$ cat config.mk
export PLATFORM = sky130hd
export DESIGN_NAME = gf180mcu_osu_sc_gp12t3v3__clkdiv_gate_flat
export DESIGN_NICKNAME = d
export VERILOG_FILES = /design/src/rtl/gf180mcu_osu_sc_gp12t3v3__clkdiv_gate_pkg.sv /design/src/rtl/gf180mcu_osu_sc_gp12t3v3__clkdiv_gate_if.sv /design/src/rtl/gf180mcu_osu_sc_gp12t3v3__clkdiv_cnt.sv /design/src/rtl/gf180mcu_osu_sc_gp12t3v3__clkdiv_gate.sv /design/src/flat_wrapper.sv
export SDC_FILE = /design/constraint.sdc
export NUM_CORES = 1
export LEC_CHECK = 0
export ABC_AREA = 1
export CORE_MARGIN = 2
export CORE_UTILIZATION = 60
export CTS_CLUSTER_DIAMETER = 50
export DETAILED_ROUTE_END_ITERATION = 12
export DONT_BUFFER_PORTS = 1
export MAX_ROUTING_LAYER = met4
export PLACE_DENSITY = 0.84
export SLEW_MARGIN = 20
export SYNTH_ARGS = -nofsm -noshare
export SYNTH_HDL_FRONTEND = slang
export SYNTH_SLANG_ARGS = --single-unit
$ cat constraint.sdc
create_clock -name CLK -period 1.95 [get_ports CLK]
set_input_delay 0.2925 -clock CLK [delete_from_list [all_inputs] [get_ports CLK]]
set_output_delay 0.2925 -clock CLK [all_outputs]
set_load 0.1 [all_outputs]
$ cat src/rtl/gf180mcu_osu_sc_gp12t3v3__clkdiv_gate_pkg.sv
// Shared types and constants for the glitch-free clock divider.
// Holds the FSM state enum, default ratio width and half-period helpers.
package gf180mcu_osu_sc_gp12t3v3__clkdiv_gate_pkg;

  localparam int DIV_W_DEF = 4;
  localparam int HALF_MAX  = 1 << DIV_W_DEF;

  typedef enum logic [1:0] {
    ST_OFF  = 2'd0,
    ST_RUN  = 2'd1,
    ST_STOP = 2'd2
  } state_t;

  function automatic int half_period(input int div);
    return div + 1;
  endfunction

endpackage

$ cat src/rtl/gf180mcu_osu_sc_gp12t3v3__clkdiv_gate_if.sv
// Control/status bundle of the clock divider.
// master: EN/DIV/LOAD out, Y/ON/BUSY/ACK in; slave is the divider side.
interface gf180mcu_osu_sc_gp12t3v3__clkdiv_gate_if
  import gf180mcu_osu_sc_gp12t3v3__clkdiv_gate_pkg::*;
#(
  parameter int DIV_W = DIV_W_DEF
);
  logic             EN;
  logic [DIV_W-1:0] DIV;
  logic             LOAD;
  logic             Y;
  logic             ON;
  logic             BUSY;
  logic             ACK;

  modport master (
    output EN, DIV, LOAD,
    input  Y, ON, BUSY, ACK
  );

  modport slave (
    input  EN, DIV, LOAD,
    output Y, ON, BUSY, ACK
  );
endinterface

$ cat src/rtl/gf180mcu_osu_sc_gp12t3v3__clkdiv_cnt.sv
// Loadable terminal-count counter for the divider half-period.
// clr zeroes, en counts; tc is high while cnt equals lim and wraps to 0.
module gf180mcu_osu_sc_gp12t3v3__clkdiv_cnt #(
  parameter int DIV_W = 4
) (
  input  logic             clk,
  input  logic             rst_n,
  input  logic             clr,
  input  logic             en,
  input  logic [DIV_W-1:0] lim,
  output logic             tc
);

  logic [DIV_W-1:0] cnt;

  // Compared before increment, so cnt never wraps past lim.
  assign tc = (cnt == lim);

  always_ff @(posedge clk or negedge rst_n) begin
    if (!rst_n) begin
      cnt <= '0;
    end else if (clr) begin
      cnt <= '0;
    end else if (en) begin
      cnt <= tc ? '0 : cnt + 1'b1;
    end
  end

endmodule

$ cat src/rtl/gf180mcu_osu_sc_gp12t3v3__clkdiv_gate.sv
// Glitch-free programmable clock divider with enable/stop sequencing.
// Ports: CLK, RN (async low); bus.slave carries EN/DIV/LOAD in, Y/ON/BUSY/ACK out.
module gf180mcu_osu_sc_gp12t3v3__clkdiv_gate
  import gf180mcu_osu_sc_gp12t3v3__clkdiv_gate_pkg::*;
#(
  parameter int DIV_W = DIV_W_DEF
) (
  input logic CLK,
  input logic RN,
  gf180mcu_osu_sc_gp12t3v3__clkdiv_gate_if.slave bus
);

  state_t           state, state_n;
  logic [DIV_W-1:0] div_q, div_n;
  logic [DIV_W-1:0] pend, pend_n;
  logic             y_q, y_n;
  logic             busy_q, busy_n;
  logic             ack_q, ack_n;
  logic             on_q;
  logic             clr, cnt_en, tc, fall;

  gf180mcu_osu_sc_gp12t3v3__clkdiv_cnt #(
    .DIV_W(DIV_W)
  ) u_cnt (
    .clk  (CLK),
    .rst_n(RN),
    .clr  (clr),
    .en   (cnt_en),
    .lim  (div_q),
    .tc   (tc)
  );

  // End of a full period: the only point a new ratio may take over.
  assign fall = tc & y_q;

  always_comb begin
    state_n = state;
    div_n   = div_q;
    pend_n  = pend;
    y_n     = y_q;
    busy_n  = busy_q;
    ack_n   = 1'b0;
    clr     = 1'b0;
    cnt_en  = 1'b0;
    unique case (state)
      ST_OFF: begin
        clr = 1'b1;
        y_n = 1'b0;
        if (bus.EN) begin
          state_n = ST_RUN;
          busy_n  = 1'b0;
          ack_n   = bus.LOAD | busy_q;
          div_n   = (busy_q && !bus.LOAD) ? pend : bus.DIV;
        end else if (bus.LOAD) begin
          div_n  = bus.DIV;
          ack_n  = 1'b1;
          busy_n = 1'b0;
        end
      end
      ST_RUN, ST_STOP: begin
        cnt_en = 1'b1;
        if (tc) y_n = ~y_q;
        if (fall && busy_q) begin
          div_n  = pend;
          ack_n  = 1'b1;
          busy_n = 1'b0;
        end
        // A same-edge load lands after the apply: it becomes the new pend.
        if (bus.LOAD) begin
          pend_n = bus.DIV;
          busy_n = 1'b1;
        end
        if (bus.EN) begin
          state_n = ST_RUN;
        end else if (!y_q || fall) begin
          state_n = ST_OFF;
          y_n     = 1'b0;
          clr     = 1'b1;
        end else begin
          // High phase is finished out in STOP before going OFF.
          state_n = ST_STOP;
        end
      end
      default: begin
        state_n = ST_OFF;
        y_n     = 1'b0;
        clr     = 1'b1;
      end
    endcase
  end

  always_ff @(posedge CLK or negedge RN) begin
    if (!RN) begin
      state  <= ST_OFF;
      div_q  <= '0;
      pend   <= '0;
      y_q    <= 1'b0;
      busy_q <= 1'b0;
      ack_q  <= 1'b0;
      on_q   <= 1'b0;
    end else begin
      state  <= state_n;
      div_q  <= div_n;
      pend   <= pend_n;
      y_q    <= y_n;
      busy_q <= busy_n;
      ack_q  <= ack_n;
      on_q   <= (state_n != ST_OFF);
    end
  end

  assign bus.Y    = y_q;
  assign bus.ON   = on_q;
  assign bus.BUSY = busy_q;
  assign bus.ACK  = ack_q;

endmodule

$ cat src/flat_wrapper.sv
// flat-port wrapper written by rule: the top's interface ports become plain ports
module gf180mcu_osu_sc_gp12t3v3__clkdiv_gate_flat import gf180mcu_osu_sc_gp12t3v3__clkdiv_gate_pkg::*;
#(
  parameter int DIV_W = DIV_W_DEF
)
  (CLK, RN, bus_EN, bus_DIV, bus_LOAD, bus_Y, bus_ON, bus_BUSY, bus_ACK);
  gf180mcu_osu_sc_gp12t3v3__clkdiv_gate_if #(.DIV_W(DIV_W)) bus_i ();
  input logic CLK;
  input logic RN;
  input wire logic [$bits(bus_i.EN)-1:0] bus_EN;
  input wire logic [$bits(bus_i.DIV)-1:0] bus_DIV;
  input wire logic [$bits(bus_i.LOAD)-1:0] bus_LOAD;
  output wire logic [$bits(bus_i.Y)-1:0] bus_Y;
  output wire logic [$bits(bus_i.ON)-1:0] bus_ON;
  output wire logic [$bits(bus_i.BUSY)-1:0] bus_BUSY;
  output wire logic [$bits(bus_i.ACK)-1:0] bus_ACK;
  assign bus_i.EN = bus_EN;
  assign bus_i.DIV = bus_DIV;
  assign bus_i.LOAD = bus_LOAD;
  assign bus_Y = bus_i.Y;
  assign bus_ON = bus_i.ON;
  assign bus_BUSY = bus_i.BUSY;
  assign bus_ACK = bus_i.ACK;
  gf180mcu_osu_sc_gp12t3v3__clkdiv_gate #(.DIV_W(DIV_W)) u_core (.CLK(CLK), .RN(RN), .bus(bus_i));
endmodule
==> results_dict.tcl <==
set metrics [dict create \
    grt_first_pass_wirelength_mm 2.97 \
    crit_required_ns 2.14 \
    antenna_cells 0 \
    start_util 0.621 \
    cts.reportedPaths.clkPinSlew_ns 0.10 \
    setup_violations 0 \
    worst_pin_slew_ns 0.821 \
    period_share 0.892 \
    post-route-min-period_ns 1.74 \
    final_layout_size_suffix_gt1_frac 0.210 \
    yosys_register_bits 18 \
    post_synthesis_share_of_cell_area_spent_on_full_adders_half_adders_and_majority_gates 0.0716 \
    overflow 0 \
    via_count_of_the_first_global_routing_pass 736 \
    place_hpwl_mm 1.44 \
    synth_compound_area_frac 0.0692 \
    post_cts.repair.setup_buffers 0 \
    path_delay_family "simple AND/OR/NAND/NOR gates" \
    run_status "finished clean" \
    cts_tree "built" \
    nNetsFinal 153 \
    num-fill-cells 143 \
    worst-endpoint-arrival_ns 1.93 \
    crit_path_max_fanout 5 \
    cp_cell_sequence "inv_1, nand2_1, nand2_1, nor2_2, nand2_2, ha_1, nand2_1, o21ai_0, nand2_1, inv_1, or2_1" \
    worst_setup_path_end_kind "flop" \
    mappedNetlistArea_sq_mm 0.00105 \
    timing.critical_path.slowest_stage_cell "sky130_fd_sc_hd__dfrtp_1" \
    critical_path.startpoint_type "flop" \
    max_slew_margin 0.451 \
    maxCapViolCount 0 \
    placement_rows 15 \
    count_of_endpoints_failing_hold_in_the_final_timing_report 0 \
    power_density_mw_per_mm2 1790 \
    yosysWarningCount 0 \
    area_growth_syn_to_layout_pct 8.23 \
    worst_path_most_repeated_cell "sky130_fd_sc_hd__nand2_1" \
    timing.setup.critical_path_class "reg2reg" \
    detail_route.vias_per_cell 5.29 \
    route.detailed.drc 0 \
    synth_simple_gate_area_frac 0.317 \
    iteration_0_drc_markers 11 \
    cpPeakStageDelay_ns 0.43 \
    coreArea_sq_mm 0.00169 \
    clk_latency_ns 0.29 \
    root_buffer "sky130_fd_sc_hd__clkbuf_4" \
    post-route-util 0.672 \
    gp_congestion 0.812 \
    grtUsageTotal 0.204 \
    post_synth_num_cell_types 20 \
    synth-main-ff-cell "sky130_fd_sc_hd__dfrtp_1" \
    placed_cells 150 \
    die_y_um 45.8 \
    cts.path.max_buffers 2 \
    cts.htree.levels 1 \
    final_cells 155 \
    yosysSeqAreaShare 0.430 \
    clk_sinks 18 \
    rsz0062_at_grt "no" \
    fin_worst_skew_ns 0.00320 \
    final_number_of_max_transition_violations 0 \
    max_clock_freq_mhz 575 \
    synth.mux.area_fraction 0 \
    maximum_number_of_pins_on_one_net_before_global_route_repair 19 \
    dr_total_vias 820 \
    async_s_r_ff_share_synth 1.00 \
    first_pass_iters 4 \
    path_buf_inv 2 \
    synthesis.instances 130 \
    die_area_sq_mm 0.00210 \
    finalWirelength_mm 1.86 \
    post_synth.cell_area_avg_sq_um 8.07 \
    routed_wire_length_per_instance_um 12.0 \
    ioPinCount 12 \
    cell_leakage_power_nw 0.626 \
    synth_edf_count 0 \
    synth-xor-area-share 0.0167 \
    fp.dieW_um 45.8 \
    synth_fp_nets 144 \
    finalSetupTns_ns 0 \
    ir_worst_vdd_mv 1.69 \
    cts-buffers-inserted 3 \
    holdCritPathClass "in2reg" \
    antenna_violations_before_repair 0 \
    place.port_buffers 0 \
    synth_top_family_by_area "simple AND/OR/NAND/NOR gates" \
    number_of_antenna_violating_nets_in_the_routed_design 0 \
]
## cells in the final DEF (no fill, tap or decap), types with 3 or more instances in the layout
cell / instances
sky130_fd_sc_hd__buf_4: 4
sky130_fd_sc_hd__nor2_1: 5
sky130_fd_sc_hd__clkbuf_4: 3
sky130_fd_sc_hd__dfrtp_1: 18
sky130_fd_sc_hd__nand3_2: 6
sky130_fd_sc_hd__o21ai_0: 5
sky130_fd_sc_hd__inv_1: 19
sky130_fd_sc_hd__nand2_1: 34
sky130_fd_sc_hd__inv_2: 3
sky130_fd_sc_hd__a21oi_1: 6
sky130_fd_sc_hd__nand3_1: 8
sky130_fd_sc_hd__nand2_2: 8
sky130_fd_sc_hd__ha_1: 6
## metrics by stage
stage | power [mW] | hold WS [ns] | cell area, sq um | setup slack (ns)
2_1_floorplan | 1.58 | -0.00309 | 1050 | 0.214
3_3_place_gp | 1.76 | -0.00258 | 1090 | 0.326
3_5_place_dp | 1.80 | -0.00263 | 1090 | 0.258
4_1_cts | 2.04 | 0.0875 | 1130 | 0.221
5_1_grt | 2.18 | 0.0838 | 1130 | 0.0720
6_report | 2.03 | 0.0859 | 1130 | 0.210
## registers in the layout (all words and copies together), names as in the netlist
signal            cells
u_core.div_q          4
u_core.pend           4
u_core.u_cnt.cnt      4
u_core.state          2
u_core.bus.ACK        1
u_core.bus.BUSY       1
u_core.bus.ON         1
u_core.bus.Y          1
## where the power goes
part           internal [mW]  switching, mW  total (mW)
clock network          0.114          0.113       0.227
logic                  0.337          0.833        1.17
registers              0.524          0.113       0.637
## kinds of logic (layout without fill, tap and decap cells)
kind of cell / count (synthesis) / in the layout
simple gates: 66 / 66
flops: 18 / 18
xor+xnor: 2 / 2
fa+ha+maj: 6 / 6
buf+inv: 24 / 32
compound gates: 14 / 14
## synth_stat cells, types with 3 or more instances
cell / instances / area share
sky130_fd_sc_hd__dfrtp_1: 18 / 0.43
sky130_fd_sc_hd__nand2_2: 8 / 0.048
sky130_fd_sc_hd__o21ai_0: 5 / 0.024
sky130_fd_sc_hd__ha_1: 6 / 0.072
sky130_fd_sc_hd__nand3_2: 6 / 0.057
sky130_fd_sc_hd__nor2_1: 5 / 0.018
sky130_fd_sc_hd__a21oi_1: 6 / 0.029
sky130_fd_sc_hd__nand3_1: 8 / 0.038
sky130_fd_sc_hd__inv_1: 19 / 0.068
sky130_fd_sc_hd__inv_2: 3 / 0.011
sky130_fd_sc_hd__nand2_1: 34 / 0.12
## metal layers
| layer | up-vias | part of all wire | global-route usage | wire length (um) |
|---|---|---|---|---|
| met5 | - | 0 | - | 0 |
| met4 | 0 | 0.011 | 0.0686 | 21 |
| met3 | 4 | 0.040 | 0.0238 | 74 |
| met2 | 22 | 0.49 | 0.352 | 919 |
| met1 | 375 | 0.45 | 0.247 | 846 |
| li1 | 419 | - | - | - |
## area by class of cell
type	count	area (sq um)	area share
multi-input cells	88	498	0.439
inverters	23	88.8	0.0783
repair buffers	5	40.0	0.0353
well taps	17	21.3	0.0187
flip-flops and latches	18	450	0.397
clock buffers	4	36.3	0.0320
## what timing repair did
| item | in CTS | in global routing |
|---|---|---|
| hold buffers | 1 | 0 |
| endpoints found under the hold margin | 18 | 0 |
| gates resized for setup | 0 | 0 |
## worst paths after layout
path,from,to,cells past startpoint,slack [ns]
max,u_core.u_cnt.cnt[0]$_DFFE_PN0P_,u_core.bus.ON$_DFF_PN0_,11,0.21
min,bus_EN,u_core.bus.Y$_DFF_PN0_,1,0.09
max reg2reg,u_core.u_cnt.cnt[0]$_DFFE_PN0P_,u_core.bus.ON$_DFF_PN0_,11,0.21
min reg2reg,u_core.pend[2]$_DFFE_PN0P_,u_core.pend[2]$_DFFE_PN0P_,2,0.50
max in group asynchronous,RN,u_core.div_q[1]$_DFFE_PN0P_,1,0.91
min in group asynchronous,RN,u_core.u_cnt.cnt[1]$_DFFE_PN0P_,1,0.53
Note: power is estimated with default switching activity, not from simulation.
